$ cat config.mk
export PLATFORM = sky130hd
export DESIGN_NAME = fuzz_pipe_top
export DESIGN_NICKNAME = d
export VERILOG_FILES = /design/src/rtl/fuzz_pipe_pkg.sv /design/src/rtl/fuzz_pipe_lane.sv /design/src/rtl/fuzz_pipe_top.sv
export SDC_FILE = /design/constraint.sdc
export NUM_CORES = 1
export LEC_CHECK = 0
export BUFFER_PORTS_ARGS = -buffer_cell sky130_fd_sc_hd__buf_4
export CORE_UTILIZATION = 49
export DETAILED_ROUTE_END_ITERATION = 10
export PLACE_DENSITY = 0.92
export SETUP_SLACK_MARGIN = 0.5
export SKIP_CTS_REPAIR_TIMING = 1
export SKIP_LAST_GASP = 1
export SYNTH_ARGS = -nofsm -noshare
export SYNTH_HDL_FRONTEND = slang
export SYNTH_SLANG_ARGS = --single-unit
$ cat constraint.sdc
create_clock -name clkin_data -period 3.6 [get_ports clkin_data]
set_input_delay 0.36 -clock clkin_data [delete_from_list [all_inputs] [get_ports clkin_data]]
set_output_delay 0.36 -clock clkin_data [all_outputs]
set_load 0.01 [all_outputs]
$ cat src/rtl/fuzz_pipe_pkg.sv
// Shared types, default parameters and the signature update function for fuzz_pipe.
package fuzz_pipe_pkg;

    localparam int unsigned DEF_LANES  = 4;
    localparam int unsigned DEF_LW     = 24;
    localparam int unsigned DEF_STAGES = 2;
    localparam int unsigned DEF_SIG_W  = 8;
    localparam int unsigned SIG_MAX    = 32;

    typedef struct packed {
        logic [1:0] c2;
        logic       c3;
    } lane_res_t;

    // Rotate-left by one within the low w bits, then fold in {c2, c3}.
    function automatic logic [SIG_MAX-1:0] sig_next(input logic [SIG_MAX-1:0] sig,
                                                    input lane_res_t         res,
                                                    input int unsigned       w);
        logic [SIG_MAX-1:0] mask;
        logic [SIG_MAX-1:0] rot;
        mask = (w >= SIG_MAX) ? '1 : ((SIG_MAX'(1) << w) - SIG_MAX'(1));
        rot  = ((sig << 1) | (sig >> (w - 1))) & mask;
        return rot ^ (SIG_MAX'({res.c2, res.c3}) & mask);
    endfunction

endpackage

$ cat src/rtl/fuzz_pipe_lane.sv
// Combinational cell network for one lane: slice -> {c2, c3}.
module fuzz_pipe_lane
    import fuzz_pipe_pkg::*;
#(
    parameter int unsigned LW = DEF_LW
) (
    input  logic [LW-1:0] slice,
    output lane_res_t     res_c
);

    logic       c0;
    logic [1:0] c1;
    logic       unused_hi;

    assign unused_hi = ^slice[LW-1:6];

    always_comb begin
        res_c    = '0;
        c0       = slice[1] | slice[5];
        c1       = 2'({c0, c0} * {c0, c0});
        res_c.c2 = c1[0] ? slice[3:2] : {c1[0], c0};
        res_c.c3 = slice[3] ? res_c.c2[0] : res_c.c2[1];
    end

endmodule

$ cat src/rtl/fuzz_pipe_top.sv
// Multi-lane cell pipeline with bubble-collapsing valid/ready stages,
// per-lane output signatures and a saturating output transfer counter.
module fuzz_pipe_top
    import fuzz_pipe_pkg::*;
#(
    parameter int unsigned LANES  = DEF_LANES,
    parameter int unsigned LW     = DEF_LW,
    parameter int unsigned STAGES = DEF_STAGES,
    parameter int unsigned SIG_W  = DEF_SIG_W
) (
    input  logic                   clkin_data,
    input  logic                   rst_n,
    input  logic [LANES*LW-1:0]    in_data,
    input  logic                   in_valid,
    output logic                   in_ready,
    output logic [LANES*3-1:0]     out_data,
    output logic                   out_valid,
    input  logic                   out_ready,
    output logic [LANES*SIG_W-1:0] sig_data,
    output logic [15:0]            txn_count
);

    if (LW < 8) begin : g_bad_lw
        $error("fuzz_pipe_top: LW must be at least 8");
    end
    if (STAGES < 1 || STAGES > 4) begin : g_bad_stages
        $error("fuzz_pipe_top: STAGES must be 1..4");
    end
    if (SIG_W < 1 || SIG_W > SIG_MAX) begin : g_bad_sig_w
        $error("fuzz_pipe_top: SIG_W out of range");
    end

    lane_res_t [LANES-1:0]             in_res_c;
    lane_res_t [LANES-1:0]             stage_q [STAGES];
    lane_res_t [LANES-1:0]             head;
    logic      [STAGES-1:0]            vld_q;
    logic      [STAGES-1:0]            rdy_c;
    logic      [LANES-1:0][SIG_W-1:0]  sig_q;
    logic      [15:0]                  txn_q;
    logic                              out_fire;

    for (genvar l = 0; l < LANES; l++) begin : g_lane
        fuzz_pipe_lane #(.LW(LW)) u_lane (
            .slice (in_data[l*LW +: LW]),
            .res_c (in_res_c[l])
        );
    end

    // A stage may load when it or any stage below it is empty, or the consumer takes the head.
    always_comb begin
        rdy_c = '0;
        for (int unsigned i = 0; i < STAGES; i++) begin
            rdy_c[i] = out_ready;
            for (int unsigned j = i; j < STAGES; j++) begin
                if (!vld_q[j]) begin
                    rdy_c[i] = 1'b1;
                end
            end
        end
    end

    assign in_ready  = rdy_c[0];
    assign head      = stage_q[STAGES-1];
    assign out_valid = vld_q[STAGES-1];
    assign out_fire  = out_valid & out_ready;
    assign sig_data  = sig_q;
    assign txn_count = txn_q;

    always_ff @(posedge clkin_data or negedge rst_n) begin
        if (!rst_n) begin
            vld_q <= '0;
            for (int unsigned i = 0; i < STAGES; i++) begin
                stage_q[i] <= '0;
            end
        end else begin
            if (rdy_c[0]) begin
                vld_q[0]   <= in_valid;
                stage_q[0] <= in_res_c;
            end
            for (int unsigned i = 1; i < STAGES; i++) begin
                if (rdy_c[i]) begin
                    vld_q[i]   <= vld_q[i-1];
                    stage_q[i] <= stage_q[i-1];
                end
            end
        end
    end

    always_comb begin
        out_data = '0;
        for (int unsigned l = 0; l < LANES; l++) begin
            out_data[l]               = head[l].c3;
            out_data[LANES+2*l +: 2]  = head[l].c2;
        end
    end

    always_ff @(posedge clkin_data or negedge rst_n) begin
        if (!rst_n) begin
            sig_q <= '0;
            txn_q <= '0;
        end else if (out_fire) begin
            for (int unsigned l = 0; l < LANES; l++) begin
                sig_q[l] <= SIG_W'(sig_next(SIG_MAX'(sig_q[l]), head[l], SIG_W));
            end
            if (txn_q != 16'hFFFF) begin
                txn_q <= txn_q + 16'd1;
            end
        end
    end

endmodule
==> results.sh <==
export IMPL_status="finished, final reports clean"
export IMPL_fillers=472
export IMPL_holdCritPathClass="primary input to asynchronous set/reset pin"
export IMPL_synthCells=250
export IMPL_met2_length_mm=2.92
export IMPL_period_minus_slack_ns=2.18
export IMPL_insertion_delay_ns=0.34
export IMPL_clock_power_share=0.242
export IMPL_post_route_period_util=0.605
export IMPL_clockBufferDepth=2
export IMPL_die_area_sq_um=6700
export IMPL_finalMaxSlewViolations=0
export IMPL_htree_levels=3
export IMPL_yosysTopAreaCell="dfrtp_1"
export IMPL_wl_mm=6.17
export IMPL_syn_nets=351
export IMPL_first_global_vias=2169
export IMPL_hold_violations=0
export IMPL_top_layer="met4"
export IMPL_timing_fmax_ghz=0.459
export IMPL_num_vias=2166
export IMPL_drc=0
export IMPL_relSlewSlack=0.355
export IMPL_place_gp_congestion=0.855
export IMPL_setup_viol=0
export IMPL_power_leakage_nw=1.92
export IMPL_clkTransAtPathRegs_ns=0.07
export IMPL_start_util=0.518
export IMPL_critPathKind="flip-flop to output pin"
export IMPL_hold_slack_ns=0.144
export IMPL_maxCapViolations=0
export IMPL_num_antenna_cells=0
export IMPL_post_place_ws_ns=1.62
export IMPL_numPortBuffers=81
export IMPL_fin_setup_tns_ns=0
export IMPL_power_frac_comb=0.303
export IMPL_p_int_mw=1.99
export IMPL_pin_count=162
export IMPL_overflow=0
export IMPL_cts_root_buffer="clkbuf_8"
export IMPL_synth_warnings=0
export IMPL_syn_to_final_growth_pct=25.8
export IMPL_layout_setup_ws_ns=1.42
export IMPL_viasPerCell=5.37
export IMPL_ys_types=31
export IMPL_antenna_found_initial=0
export IMPL_skew_ns=0.00570
export IMPL_nNetsFinal=424
export IMPL_critPathMaxFanout=22
export IMPL_hpwl_mm=4.20
export IMPL_critPathCaptureType="output pin"
export IMPL_peakVddDrop_mv=0.379
export IMPL_num_rows=28
export IMPL_core_area_sq_um=6030
export IMPL_drtAntennaViolNets=0
export IMPL_syn_area_sq_um=3120
export IMPL_cp_start_kind="flip-flop"
export IMPL_p_sw_mw=0.908
export IMPL_wl_met1_mm=2.71
export IMPL_p_sw_frac=0.314
export IMPL_cts_buffers=9
export IMPL_synthTopCellsByArea="dfrtp_1 59%, mux2_2 12%, xnor2_1 5.6%"
export IMPL_grt_usage=0.203
export IMPL_ys_ff_latch=74
export IMPL_numClockSinks=74
export IMPL_wl_per_cell_um=15.3
export IMPL_wl_met3_um=422
export IMPL_seqPwrFrac=0.455
export IMPL_worstPathRequired_ns=3.24
export IMPL_die_h_um=81.8
export IMPL_totalPowerFinal_mw=2.89
export IMPL_drive_gt1_frac=0.418
export IMPL_arrival_ns=1.82
export IMPL_synth_seq_area_share=0.593
export IMPL_fin_util=0.652
export IMPL_grt_pass1_wl_mm=10.0
export IMPL_syn_avg_cell_area_sq_um=12.5
export IMPL_cts_tree="done"
export IMPL_p_per_area_nw_per_um2=736
export IMPL_rsz0062_at_grt="no"
export IMPL_die_x_um=81.8
export IMPL_synth_top_cell_area_share=0.593
export IMPL_tightestPinTransition_ns=0.964
export IMPL_grt_max_degree=75
export IMPL_drtIter0Drc=98
export IMPL_first_pass_iters=4
## through the flow
stage	std cells	instance area [sq um]
detailed placement	387	3710
finish	403	3930
CTS	403	3930
global placement	387	3710
floorplan	250	3120
global route	403	3930
## path summary, 6_finish.rpt
kind	start	end	slack (ns)	depth (start not counted)
worst min-delay path	rst_n	txn_count[5]$_DFFE_PN0P_	0.14	1
worst max register to register	vld_q[1]$_DFFE_PN0P_	txn_count[4]$_DFFE_PN0P_	1.77	3
worst max-delay path	vld_q[1]$_DFFE_PN0P_	in_ready	1.42	5
max in group asynchronous	rst_n	out_data[10]$_DFFE_PN0P_	2.88	1
worst min register to register	vld_q[0]$_DFFE_PN0P_	vld_q[1]$_DFFE_PN0P_	0.47	2
min in group clkin_data	in_valid	vld_q[0]$_DFFE_PN0P_	0.21	2
## Yosys cell counts (all sizes together)
master  instances
a21o            4
a21oi           1
a22o            4
a31oi           1
and3            3
and4            1
buf            15
clkbuf          5
dfrtp          74
ha              1
inv             2
mux2           33
nand2          22
nand2b          1
nand3           6
nand4           9
nor2            8
nor3            2
nor3b           1
nor4            4
nor4b           1
o21ai          24
or2             1
xnor2          20
xor2            7
## flip-flops by register name, summed over array words and instances (netlist names)
signal and count:
sig_data 32, vld_q 2, txn_count 16, stage_q 12, out_data 12
## kinds of logic after synthesis
family,Yosys count,synth area share
compound gates,34,0.0629
xor+xnor,27,0.0757
fa+ha+maj,1,0.00401
buf+inv,22,0.0417
flops,74,0.593
mux,33,0.120
simple gates,59,0.103
## layout make-up
cell class | instances | area, sq um | share of cell area
flip-flops and latches | 74 | 1850 | 0.471
multi-input cells | 154 | 1140 | 0.291
repair buffers | 82 | 616 | 0.157
clock buffers | 10 | 138 | 0.0350
well taps | 75 | 93.8 | 0.0239
clock inverters | 6 | 80.1 | 0.0204
inverters | 2 | 7.51 | 0.00191
## per-layer routing
layer | GRT usage | up-vias
met2 | 0.316 | 81
met5 | 0 | -
met1 | 0.264 | 1064
met3 | 0.0556 | 13
met4 | 0.0965 | 0
li1 | - | 1008
## worst max-delay path, stage by stage, from the launching register on
cell and delay, ns:
dfrtp_1 0.41, nand2b_1 0.40, nor2_1 0.21, buf_4 0.26
inv_1 0.06, buf_4 0.14
## cells in the final DEF, fill, tap and decap left out, drive strengths merged
cell type	Yosys	layout
inv	2	2
nor3	2	2
nor3b	1	1
a21o	4	4
nand2b	1	1
nor2	8	8
clkinv	0	4
a31oi	1	1
a21oi	1	1
and4	1	1
mux2	33	33
xnor2	20	20
xor2	7	7
clkbuf	5	10
ha	1	1
nand2	22	22
o21ai	24	24
dfrtp	74	74
nor4	4	4
nand4	9	9
nor4b	1	1
and3	3	3
a22o	4	4
or2	1	1
nand3	6	6
buf	15	82
bufinv	0	2
## power groups by stage
stage	clock network (mW)	registers, mW	logic (mW)
floorplan	0	1.37	0.362
global placement	0	1.32	0.854
detailed placement	0	1.33	0.885
CTS	0.715	1.32	0.889
global route	0.751	1.35	0.969
finish	0.700	1.32	0.877
Note: power is estimated with default switching activity, not from simulation.
